File: src/rtl/binary_pixel_packer_if.sv
// Pixel-stream / packed-word bundle between RAW2RGB, the packer and the SDRAM WR1 port.
interface binary_pixel_packer_if #(parameter int WORD_W = 16);
  logic              iEN, iFVAL, iDVAL, iDATA;
  logic [WORD_W-1:0] oDATA;
  logic              oWR;
  logic [15:0]       oWORD_CNT, oFRAME_CNT;
  logic              oBUSY, oFRAME_DONE, oSHORT_FRAME;

  modport master (output iEN, iFVAL, iDVAL, iDATA,
                  input  oDATA, oWR, oWORD_CNT, oFRAME_CNT, oBUSY, oFRAME_DONE, oSHORT_FRAME);
  modport slave  (input  iEN, iFVAL, iDVAL, iDATA,
                  output oDATA, oWR, oWORD_CNT, oFRAME_CNT, oBUSY, oFRAME_DONE, oSHORT_FRAME);
endinterface

File: src/rtl/binary_pixel_packer.sv
// Packs the thresholded 1-bit pixel stream into WORD_W-bit words for the SDRAM write FIFO,
// capturing whole frames only (frame-atomic, gated by iEN at start of frame).
module binary_pixel_packer #(
  parameter int WORD_W  = 16,
  parameter int LINE_W  = 640,
  parameter int FRAME_H = 480
) (
  input logic                  iCLK,
  input logic                  iRST_N,
  binary_pixel_packer_if.slave px
);
  localparam int BW = $clog2(WORD_W);
  localparam int CW = (LINE_W  > 1) ? $clog2(LINE_W)  : 1;
  localparam int LW = (FRAME_H > 1) ? $clog2(FRAME_H) : 1;

  typedef enum logic [2:0] {IDLE, ARMED, ACTIVE, FLUSH, DONE} state_t;
  state_t state_q, state_d;

  logic              fval_d;
  logic [WORD_W-1:0] sr_q, sr_nxt, data_q;
  logic [BW-1:0]     bit_cnt;
  logic [CW-1:0]     col_cnt;
  logic [LW-1:0]     line_cnt;
  logic [15:0]       word_cnt, frame_cnt;
  logic              wr_q, done_q, short_q;
  logic              sof, eof, accept, word_full, last_px, start;
  logic [BW:0]       pad;

  assign sof    = px.iFVAL & ~fval_d;
  assign eof    = ~px.iFVAL & fval_d;
  assign sr_nxt = {px.iDATA, sr_q[WORD_W-1:1]};
  // Partial word sits in the top bit_cnt bits; shifting down right-aligns it with zero fill.
  assign pad    = (BW+1)'(WORD_W) - {1'b0, bit_cnt};

  function automatic logic [15:0] sat_inc(input logic [15:0] v);
    return (v == 16'hFFFF) ? v : v + 16'd1;
  endfunction

  always_ff @(posedge iCLK or negedge iRST_N) begin
    if (!iRST_N) state_q <= IDLE;
    else         state_q <= state_d;
  end

  always_comb begin
    state_d   = state_q;
    accept    = 1'b0;
    word_full = 1'b0;
    last_px   = 1'b0;
    start     = 1'b0;
    unique case (state_q)
      IDLE:   if (!px.iFVAL) state_d = ARMED;
      ARMED:  if (sof && px.iEN) begin
                state_d = ACTIVE;
                start   = 1'b1;
              end
      ACTIVE: begin
        accept    = px.iDVAL;
        word_full = px.iDVAL && (bit_cnt == BW'(WORD_W-1));
        last_px   = px.iDVAL && (col_cnt == CW'(LINE_W-1)) && (line_cnt == LW'(FRAME_H-1));
        // The last pixel wins over a coincident EOF: the frame is complete, not short.
        if (last_px)  state_d = DONE;
        else if (eof) state_d = FLUSH;
      end
      FLUSH:  state_d = ARMED;
      DONE:   if (!px.iFVAL) state_d = ARMED;
      default: state_d = IDLE;
    endcase
  end

  always_ff @(posedge iCLK or negedge iRST_N) begin
    if (!iRST_N) begin
      fval_d    <= 1'b0;
      sr_q      <= '0;
      data_q    <= '0;
      bit_cnt   <= '0;
      col_cnt   <= '0;
      line_cnt  <= '0;
      word_cnt  <= '0;
      frame_cnt <= '0;
      wr_q      <= 1'b0;
      done_q    <= 1'b0;
      short_q   <= 1'b0;
    end else begin
      fval_d <= px.iFVAL;
      wr_q   <= 1'b0;
      done_q <= 1'b0;
      if (start) begin
        sr_q     <= '0;
        bit_cnt  <= '0;
        col_cnt  <= '0;
        line_cnt <= '0;
        word_cnt <= '0;
        short_q  <= 1'b0;
      end
      if (accept) begin
        sr_q    <= sr_nxt;
        bit_cnt <= word_full ? '0 : bit_cnt + 1'b1;
        if (col_cnt == CW'(LINE_W-1)) begin
          col_cnt  <= '0;
          line_cnt <= line_cnt + 1'b1;
        end else begin
          col_cnt  <= col_cnt + 1'b1;
        end
      end
      if (word_full) begin
        data_q   <= sr_nxt;
        wr_q     <= 1'b1;
        word_cnt <= sat_inc(word_cnt);
      end
      if (last_px) begin
        done_q    <= 1'b1;
        frame_cnt <= frame_cnt + 16'd1;
      end
      if (state_q == ACTIVE && eof && !last_px) short_q <= 1'b1;
      if (state_q == FLUSH) begin
        if (bit_cnt != '0) begin
          data_q   <= sr_q >> pad;
          wr_q     <= 1'b1;
          word_cnt <= sat_inc(word_cnt);
        end
        bit_cnt   <= '0;
        done_q    <= 1'b1;
        frame_cnt <= frame_cnt + 16'd1;
      end
    end
  end

  assign px.oDATA        = data_q;
  assign px.oWR          = wr_q;
  assign px.oWORD_CNT    = word_cnt;
  assign px.oFRAME_CNT   = frame_cnt;
  assign px.oBUSY        = (state_q == ACTIVE) || (state_q == FLUSH);
  assign px.oFRAME_DONE  = done_q;
  assign px.oSHORT_FRAME = short_q;
endmodule

File: src/flat_wrapper.sv
// flat-port wrapper written by rule: the top's interface ports become plain ports
module binary_pixel_packer_flat 
#(
  parameter int WORD_W  = 16,
  parameter int LINE_W  = 640,
  parameter int FRAME_H = 480
)
  (iCLK, iRST_N, px_iEN, px_iFVAL, px_iDVAL, px_iDATA, px_oDATA, px_oWR, px_oWORD_CNT, px_oFRAME_CNT, px_oBUSY, px_oFRAME_DONE, px_oSHORT_FRAME);
  binary_pixel_packer_if #(.WORD_W(WORD_W)) px_i ();
  input logic iCLK;
  input logic iRST_N;
  input wire logic [$bits(px_i.iEN)-1:0] px_iEN;
  input wire logic [$bits(px_i.iFVAL)-1:0] px_iFVAL;
  input wire logic [$bits(px_i.iDVAL)-1:0] px_iDVAL;
  input wire logic [$bits(px_i.iDATA)-1:0] px_iDATA;
  output wire logic [$bits(px_i.oDATA)-1:0] px_oDATA;
  output wire logic [$bits(px_i.oWR)-1:0] px_oWR;
  output wire logic [$bits(px_i.oWORD_CNT)-1:0] px_oWORD_CNT;
  output wire logic [$bits(px_i.oFRAME_CNT)-1:0] px_oFRAME_CNT;
  output wire logic [$bits(px_i.oBUSY)-1:0] px_oBUSY;
  output wire logic [$bits(px_i.oFRAME_DONE)-1:0] px_oFRAME_DONE;
  output wire logic [$bits(px_i.oSHORT_FRAME)-1:0] px_oSHORT_FRAME;
  assign px_i.iEN = px_iEN;
  assign px_i.iFVAL = px_iFVAL;
  assign px_i.iDVAL = px_iDVAL;
  assign px_i.iDATA = px_iDATA;
  assign px_oDATA = px_i.oDATA;
  assign px_oWR = px_i.oWR;
  assign px_oWORD_CNT = px_i.oWORD_CNT;
  assign px_oFRAME_CNT = px_i.oFRAME_CNT;
  assign px_oBUSY = px_i.oBUSY;
  assign px_oFRAME_DONE = px_i.oFRAME_DONE;
  assign px_oSHORT_FRAME = px_i.oSHORT_FRAME;
  binary_pixel_packer #(.WORD_W(WORD_W), .LINE_W(LINE_W), .FRAME_H(FRAME_H)) u_core (.iCLK(iCLK), .iRST_N(iRST_N), .px(px_i));
endmodule
File: config.mk
export PLATFORM = sky130hd
export DESIGN_NAME = binary_pixel_packer_flat
export DESIGN_NICKNAME = d
export VERILOG_FILES = /design/src/rtl/binary_pixel_packer_if.sv /design/src/rtl/binary_pixel_packer.sv /design/src/flat_wrapper.sv
export SDC_FILE = /design/constraint.sdc
export NUM_CORES = 1
export LEC_CHECK = 0
export BUFFER_PORTS_ARGS = -buffer_cell sky130_fd_sc_hd__buf_2
export CAP_MARGIN = 20
export CORE_UTILIZATION = 50
export DETAILED_ROUTE_END_ITERATION = 16
export GPL_ROUTABILITY_DRIVEN = 0
export PLACE_DENSITY = 0.71
export SYNTH_ARGS = -nofsm -noshare
export SYNTH_HDL_FRONTEND = slang
export SYNTH_SLANG_ARGS = --single-unit
File: constraint.sdc
create_clock -name iCLK -period 5.75 [get_ports iCLK]
set_input_delay 1.15 -clock iCLK [delete_from_list [all_inputs] [get_ports iCLK]]
set_output_delay 1.15 -clock iCLK [all_outputs]
set_load 0.05 [all_outputs]
# Word-level counts from Yosys, hierarchy flattened
# Index checks and enable logic that the tools add are counted.
dict set report totals {
  ff_bits 94
  input_bits 6
  word_cells 89
}
dict set report op_classes {
  add_sub_neg 6
  eq_ne 11
  shift 1
  mux 39
  bitwise 4
  n_reduce_logical 16
}
# op count
set ops {}
lappend ops {{$mux W16} 12}
lappend ops {{$add A16 B1 Y16 const B} 2}
lappend ops {{$mux W10} 3}
lappend ops {{$mux W9} 3}
lappend ops {{$eq A16 B16 Y1 const B} 1}
lappend ops {{$mux W4} 4}
lappend ops {{$shr A16 B5 Y16} 1}
lappend ops {{$mux W1} 12}
lappend ops {{$mux W3} 4}
lappend ops {{$pmux W3 S4} 1}
lappend ops {{$add A10 B1 Y10 const B} 1}
lappend ops {{$eq A10 B10 Y1 const B} 1}
lappend ops {{$add A9 B1 Y9 const B} 1}
lappend ops {{$eq A9 B9 Y1 const B} 1}
lappend ops {{$eq A3 B2 Y1 const B} 2}
lappend ops {{$logic_and A1 B1 Y1} 6}
lappend ops {{$reduce_bool A2 Y1} 3}
lappend ops {{$sub A5 B4 Y5 const A} 1}
lappend ops {{$add A4 B1 Y4 const B} 1}
lappend ops {{$eq A4 B4 Y1 const B} 1}
lappend ops {{$reduce_bool A4 Y1} 1}
lappend ops {{$eq A3 B1 Y1 const B} 1}
lappend ops {{$eq A3 B3 Y1 const B} 1}
lappend ops {{$logic_not A3 Y1} 1}
lappend ops {{10 further kinds} 12}

# Logic depth before layout (Yosys ltp)
# Gate-level depths: netlist of run 1.
dict set report logic_depth {
  ltp_word 9
  depth_mapped 10
}

# Worst setup path after synthesis of run 1
# OpenSTA, ideal clock, no wires.
dict set report synth_path {
  kind {register -> register}
  startpoint {register u_core.bit_cnt[0]}
  endpoint {register u_core.data_q[0], in the netlist u_core.px.oDATA[0]}
  setup_time_ns 0.124
  arrival_time_ns 2.311
  required_time_ns 5.626
  path_slack_ns 3.315
  path_stages_with_launch 10
  n_path_buf 3
  synth_period_minus_slack_ns 2.435
  cell_sequence {dfrtp_1 buf_2 inv_1 ha_1 buf_2 buf_1 mux4_2 mux2i_1 nor2_1 a211o_1}
}
dict set report synth_via {
  elab_chain_len 6
  elab_cells_between_ends 9
}
# element line
set synth_lines {}
lappend synth_lines {{start, declared} binary_pixel_packer.sv:21} ;# logic [BW-1:0] bit_cnt;
lappend synth_lines {{start signal, assigned} binary_pixel_packer.sv:97} ;# bit_cnt <= word_full ? '0 : bit_cnt + 1'b1;
lappend synth_lines {{parallel branches: the longest is 5 deep, another holds $sub A5 B4 Y5} -}
lappend synth_lines {{$mux W16 (*)} binary_pixel_packer.sv:115} ;# if (state_q == FLUSH) begin
lappend synth_lines {{end signal, assigned} binary_pixel_packer.sv:106} ;# data_q <= sr_nxt;
lappend synth_lines {{end signal, assigned} binary_pixel_packer.sv:117} ;# data_q <= sr_q >> pad;
lappend synth_lines {{end, declared} binary_pixel_packer.sv:20} ;# logic [WORD_W-1:0] sr_q, sr_nxt, data_q;
# Every way passes the cells marked *.
# A chain may end at the register's enable or synchronous reset.

# Final worst setup path of run 1
dict set report layout_path {
  startpoint {register u_core.bit_cnt[0]}
  endpoint {register u_core.data_q[7], in the netlist u_core.px.oDATA[7]}
}
# Same word-level chain as after synthesis.

==> flow_metrics.env, run 1 <==
export IMPL_timing_final_setup_violations=0
export IMPL_first_iter_violations=229
export IMPL_design_area_um2=5670
export IMPL_max_slew_margin_rel=0.318
export IMPL_cts_num_sinks=94
export IMPL_grt_start_max_net_pins=66
export IMPL_area_fraction_in_and_or_nand_and_nor_cells_after_synthesis=0.197
export IMPL_clock_path_buffers=2
export IMPL_hold_class="flop to flop"
export IMPL_placementRows=36
export IMPL_ff2ff_path_depth=6
export IMPL_cts_hold_repair_buffers=0
export IMPL_route_vias_total=4026
export IMPL_fmax_ghz=0.314
export IMPL_syn_nets=513
export IMPL_hold_path_depth=1
export IMPL_fin_cells=687
export IMPL_tightest_slew_ns=1.02
export IMPL_drt_wirelength_per_cell_um=15.7
export IMPL_wp_data_arrival_ns=3.41
export IMPL_run_status="finished clean"
export IMPL_drtPass1Iterations=5
export IMPL_power_switching_mw=0.663
export IMPL_critical_path_max_stage_delay_ns=1.02
export IMPL_count_of_distinct_cell_types_in_the_synthesized_netlist=69
export IMPL_clkSlewWorstSetupHoldPaths_ns=0.09
export IMPL_combinational_family_with_the_most_area_after_synthesis="simple AND/OR/NAND/NOR gates"
export IMPL_postSynthCellCount=501
export IMPL_residual_overflow_from_global_routing=0
export IMPL_fin_nets=561
export IMPL_synth_async_reset_ratio=1.00
export IMPL_worstPathCellList="inv_1 -> ha_1 -> mux4_2 -> mux2_2 -> a221oi_1 -> a21oi_1"
export IMPL_initial_core_util=0.518
export IMPL_worst_skew_pair_late_latency_ns=0.36
export IMPL_setup_total_negative_slack_ns=0
export IMPL_detail_route_vias_per_cell=5.86
export IMPL_numCtsBuffers=9
export IMPL_area_growth_pct=11.4
export IMPL_worst_setup_path_type="flop to flop"
export IMPL_hold_path_end="u_core.px.oFRAME_CNT[15]"
export IMPL_critPathRequiredTime_ns=5.98
export IMPL_final_layout_size_suffix_gt1_frac=0.206
export IMPL_portBuffers=57
export IMPL_final_max_slew_violation_count=0
export IMPL_clock_tree_from_tritoncts="built"
export IMPL_number_of_enable_flip_flop_cells_after_synthesis=0
export IMPL_power_leakage_nw=2.58
export IMPL_syn_avg_cell_area_um2=10.2
export IMPL_diodes=0
export IMPL_p_comb_frac=0.287
export IMPL_p_clk_frac=0.249
export IMPL_timing_hold_violations_final=0
export IMPL_wl_mm=10.8
export IMPL_drc_errors=0
export IMPL_hold_ws_ns=0.466
export IMPL_ctsRootBufferMaster="clkbuf_8"
export IMPL_number_of_buffers_added_for_setup_after_cts=0
export IMPL_powerDensity_nw_per_um2=307
export IMPL_seq_power_share=0.464
export IMPL_core_area_um2=9820
export IMPL_grt_antenna_before_repair=0
export IMPL_synth_seq_area_share=0.462
export IMPL_yosys_warnings=0
export IMPL_period_share=0.554
export IMPL_num_io_pins=58
export IMPL_hold_path_startpoint="u_core.px.oFRAME_CNT[15]"
export IMPL_postRouteAntennaNets=0
export IMPL_dominantRegCellSynth="dfrtp_1"
export IMPL_post_layout_total_power_mw=1.74
export IMPL_cp_startpoint="u_core.bit_cnt[0]"
export IMPL_synth_compound_gate_area_share=0.152
export IMPL_htreeDepth=3
export IMPL_grt_total_usage=0.216
export IMPL_synth_xor_xnor_area_share=0.0413
export IMPL_p_int_mw=1.08
export IMPL_reg2reg_setup_slack_ns=2.57
export IMPL_r2r_endpoint="u_core.px.oDATA[7]"
export IMPL_timing_critical_path_slowest_stage_cell="dfrtp_1"
export IMPL_max_vdd_ir_drop_v=0.000289
export IMPL_synth_fa_ha_area_frac=0.0148
export IMPL_worstPathMaxFanout=23
export IMPL_critPathCaptureType="flop"
export IMPL_post_route_skew_ns=0.0117
export IMPL_switching_share=0.381
export IMPL_first_global_vias=3693
export IMPL_syn_area_um2=5090
export IMPL_dieArea_um2=10600
export IMPL_grt_first_pass_wirelength_mm=17.8
export IMPL_worstReg2RegStart="u_core.bit_cnt[0]"
export IMPL_crit_path_start_kind="flop"
export IMPL_detailed_place_area_um2=5480
export IMPL_synth_ff_latch_count=94
export IMPL_floorplan_die_width_um=103
export IMPL_synthMuxAreaShare=0.0986
export IMPL_rsz0062_at_grt="no"
export IMPL_period_minus_slack_ns=3.18
export IMPL_die_height_um=103
export IMPL_ctsResizeCount=0
export IMPL_dp_hpwl_mm=7.39
export IMPL_dp_cells=671
export IMPL_drv_cap=0
==> placed cells by master (no fill, tap or decap), types with 3 or more instances in the layout <==
cell and n:
a21oi_1 18, a221o_1 4, a221oi_1 4, a222oi_1 3, a22o_1 3, a31oi_1 4, and3_1 7, buf_2 56
buf_4 6, clkbuf_8 9, clkinvlp_4 3, dfrtp_1 94, ha_1 6, inv_1 13, mux2_2 7, mux2i_1 22
mux4_2 9, nand2_1 76, nand3_1 26, nand4_1 9, nor2_1 23, nor3_1 6, nor3_2 6, nor3b_1 5
o21ai_0 43, o311ai_0 4, o31ai_1 7, o41ai_1 4, xnor2_1 8, xor2_1 16
==> final cells by class <==
type / count / area, um2
fill: 907 / 4150
multi-input combinational: 368 / 2580
sequential: 94 / 2350
timing repair buffer: 62 / 325
tap: 133 / 166
clock buffer: 10 / 128
clock inverter: 6 / 62.6
inverter: 14 / 52.6
==> registers in the layout, summed over array words and instances (netlist names) <==
name / cells
u_core.state_q: 3
u_core.col_cnt: 10
u_core.sr_q: 16
u_core.px.oSHORT_FRAME: 1
u_core.px.oFRAME_DONE: 1
u_core.line_cnt: 9
u_core.px.oWR: 1
u_core.bit_cnt: 4
u_core.fval_d: 1
u_core.px.oFRAME_CNT: 16
u_core.px.oWORD_CNT: 16
u_core.px.oDATA: 16
==> worst max-delay path by stage <==
stage	to	slack (ns)
floorplan	u_core.px.oDATA[0]	3.32
global placement	u_core.px.oDATA[1]	2.71
detailed placement	u_core.px.oDATA[1]	2.57
CTS	u_core.px.oDATA[7]	2.57
global route	u_core.px.oDATA[7]	2.29
finish	u_core.px.oDATA[7]	2.57
==> per-stage QoR <==
step | util | setup WS, ns
2_1_floorplan | - | 3.32
3_3_place_gp | 0.558 | 2.71
3_5_place_dp | 0.558 | 2.57
4_1_cts | 0.577 | 2.57
5_1_grt | 0.577 | 2.29
6_report | 0.577 | 2.57
==> synthesized netlist by cell type, types with 3 or more instances <==
cell	number	share of area
mux4_2	9	0.040
a222oi_1	3	0.0059
a31oi_1	4	0.0049
mux2_2	7	0.015
nand3_1	26	0.026
nor3_2	6	0.012
inv_1	13	0.0096
a22o_1	3	0.0052
and3_1	7	0.0086
nor3_1	6	0.0059
nand4_1	9	0.011
o31ai_1	7	0.010
dfrtp_1	94	0.46
clkbuf_1	12	0.0089
a21oi_1	18	0.018
nor2_1	23	0.017
o41ai_1	4	0.0069
ha_1	6	0.015
a221o_1	4	0.0079
a221oi_1	4	0.0069
xnor2_1	8	0.014
nand2_1	76	0.056
mux2i_1	22	0.043
o311ai_0	4	0.0069
nor3b_1	5	0.0074
xor2_1	16	0.028
o21ai_0	43	0.042
buf_2	9	0.0089
==> power groups by stage <==
stage                     Sequential [mW]  Combinational (mW)  Clock [mW]
after floorplan                     0.940               0.265           0
after global placement              0.816               0.494           0
after detailed placement            0.820               0.500           0
after CTS                           0.808               0.500       0.443
after global routing                0.822               0.535       0.469
final                               0.807               0.499       0.433
==> per-layer routing <==
metal,vias to the layer above,share of wire,track usage
met1,1956,0.47,0.314
met2,115,0.47,0.327
met4,0,0.013,0.0737
li1,1941,-,-
met3,14,0.049,0.0373
met5,-,0,0
==> logic make-up (layout without fill, tap and decap cells) <==
| group | count (synthesis) | in the layout |
|---|---|---|
| adders and majority gates | 6 | 6 |
| xor gates and xnor gates | 24 | 24 |
| AOI/OAI and AO/OA | 112 | 112 |
| muxes | 38 | 38 |
| buffers and inverters | 39 | 92 |
| and+or+nand+nor | 188 | 188 |
| DFF | 94 | 94 |
==> critical path: cells and delay by family, from the launching register on <==
family	cells	cell delay, ns
AO/OA/AOI/OAI	2	0.37
adder cells (fa/ha/maj)	1	0.79
buffers and inverters	1	0.18
flip-flops	1	1.02
multiplexers	2	0.69
Power figures use the tool's default switching activity.
==> run 2: changes to the inputs <==
==> constraint.sdc (replaced) <==
create_clock -name iCLK -period 3.1 [get_ports iCLK]
set_input_delay 0.62 -clock iCLK [delete_from_list [all_inputs] [get_ports iCLK]]
set_output_delay 0.62 -clock iCLK [all_outputs]
set_load 0.05 [all_outputs]
==> flow_metrics.env, run 2 (synthesis results as in run 1) <==
export IMPL_tightest_slew_ns=1.04
export IMPL_fin_nets=564
export IMPL_layout_commonest_cell="dfrtp_1"
export IMPL_rsz0062_at_grt="no"
export IMPL_num_io_pins=58
export IMPL_crit_path_start_kind="flop"
export IMPL_critPathRequiredTime_ns=3.34
export IMPL_critPathCaptureType="flop"
export IMPL_postRouteAntennaNets=0
export IMPL_cts_hold_repair_buffers=0
export IMPL_r2r_endpoint="u_core.px.oWORD_CNT[10]"
export IMPL_residual_overflow_from_global_routing=0
export IMPL_number_of_buffers_added_for_setup_after_cts=0
export IMPL_drc_errors=0
export IMPL_grt_first_pass_wirelength_mm=18.3
export IMPL_final_layout_size_suffix_gt1_frac=0.210
export IMPL_drv_cap=0
export IMPL_placementRows=36
export IMPL_max_vdd_ir_drop_v=0.000365
export IMPL_timing_final_setup_violations=0
export IMPL_htreeDepth=3
export IMPL_first_iter_violations=243
export IMPL_max_slew_margin_rel=0.300
export IMPL_dp_cells=674
export IMPL_core_area_um2=9820
export IMPL_dieArea_um2=10600
export IMPL_critical_path_endpoint="u_core.px.oWORD_CNT[10]"
export IMPL_area_growth_pct=12.0
export IMPL_detail_route_vias_per_cell=5.92
export IMPL_hold_class="input port to async pin"
export IMPL_hold_ws_ns=0.238
export IMPL_floorplan_die_width_um=103
export IMPL_worst_setup_path_type="flop to flop"
export IMPL_ctsResizeCount=0
export IMPL_portBuffers=57
export IMPL_first_global_vias=3785
export IMPL_grt_antenna_before_repair=0
export IMPL_fin_cells=690
export IMPL_post_route_skew_ns=0.00858
export IMPL_run_status="finished clean"
export IMPL_wp_data_arrival_ns=2.79
export IMPL_ctsRootBufferMaster="clkbuf_8"
export IMPL_initial_core_util=0.518
export IMPL_dp_hpwl_mm=7.49
export IMPL_numCtsBuffers=9
export IMPL_most_common_layout_cells="94 x dfrtp_1, 76 x nand2_1, 56 x buf_2"
export IMPL_clock_path_buffers=2
export IMPL_ff2ff_path_depth=8
export IMPL_cts_num_sinks=94
export IMPL_setup_total_negative_slack_ns=0
export IMPL_powerDensity_nw_per_um2=563
export IMPL_period_share=0.823
export IMPL_num_fill_cells=890
export IMPL_clock_tree_from_tritoncts="built"
export IMPL_timing_hold_violations_final=0
export IMPL_power_leakage_nw=2.60
export IMPL_final_max_slew_violation_count=0
export IMPL_cp_startpoint="u_core.bit_cnt[0]"
export IMPL_fmax_ghz=0.392
export IMPL_reg2reg_setup_slack_ns=0.55
export IMPL_diodes=0
export IMPL_grt_start_max_net_pins=54
export IMPL_worstReg2RegStart="u_core.bit_cnt[0]"
export IMPL_die_height_um=103
export IMPL_wl_mm=10.9
export IMPL_drtPass1Iterations=5
export IMPL_grt_total_usage=0.223
export IMPL_route_vias_total=4082
export IMPL_worstPathMaxFanout=15
export IMPL_period_minus_slack_ns=2.55
export IMPL_worst_skew_pair_late_latency_ns=0.36
export IMPL_clkSlewWorstSetupHoldPaths_ns=0.09
export IMPL_drt_wirelength_per_cell_um=15.7
## run 2: changes by cell type in the layout (fill, tap and decap cells not counted), sizes merged
| cell | delta |
|---|---|
| bufinv | -1 |
| clkbuf | +2 |
| clkinv | -1 |
| buf | +3 |
## run 2: power by group
group	switching, mW	total, mW	leakage (nW)	internal (mW)
clock	0.433	0.770	0.0848	0.337
combinational	0.680	0.976	1.25	0.296
sequential	0.122	1.46	1.26	1.34
total	1.24	3.21	2.60	1.97
## run 2: through the flow
stage / worst slack, ns / utilization / cell area (um2) / power, mW
3_5_place_dp: 0.553 / 0.561 / 5510 / 2.46
5_1_grt: 0.353 / 0.580 / 5700 / 3.38
4_1_cts: 0.544 / 0.580 / 5700 / 3.23
3_3_place_gp: 0.720 / 0.561 / 5510 / 2.44
2_1_floorplan: 0.665 / - / 5090 / 2.23
6_report: 0.548 / 0.580 / 5700 / 3.21
## run 2: layout make-up
cell class                      instances  area [um2]  area share
Clock buffer                           12         155      0.0272
Clock inverter                          4        31.3     0.00549
Multi-Input combinational cell        368        2580       0.453
Tap cell                              133         166      0.0292
Timing Repair Buffer                   65         360      0.0633
Inverter                               14        52.6     0.00922
Sequential cell                        94        2350       0.413
## run 2: worst min path at each step
stage	slack (ns)	to	from
floorplan	0.32	u_core.bit_cnt[0]	iRST_N
global placement	0.45	u_core.px.oFRAME_CNT[15]	u_core.px.oFRAME_CNT[15]
detailed placement	0.46	u_core.px.oFRAME_CNT[15]	u_core.px.oFRAME_CNT[15]
CTS	0.26	u_core.px.oFRAME_CNT[15]	iRST_N
global route	0.27	u_core.col_cnt[2]	iRST_N
finish	0.24	u_core.col_cnt[2]	iRST_N
## run 2: critical path, stage by stage, from the launching register on
cell,delay (ns)
dfrtp_1,0.45
inv_1,0.11
ha_1,0.23
or3b_2,0.52
a2bb2oi_4,0.43
inv_2,0.12
o21ai_2,0.24
o311ai_0,0.21
o41ai_1,0.12
## run 2: per-layer routing
| metal | up-vias | global-route usage | share of wire |
|---|---|---|---|
| met3 | 25 | 0.0346 | 0.050 |
| met5 | - | 0 | 0 |
| met1 | 1989 | 0.316 | 0.47 |
| li1 | 1942 | - | - |
| met2 | 126 | 0.343 | 0.46 |
| met4 | 0 | 0.0932 | 0.022 |
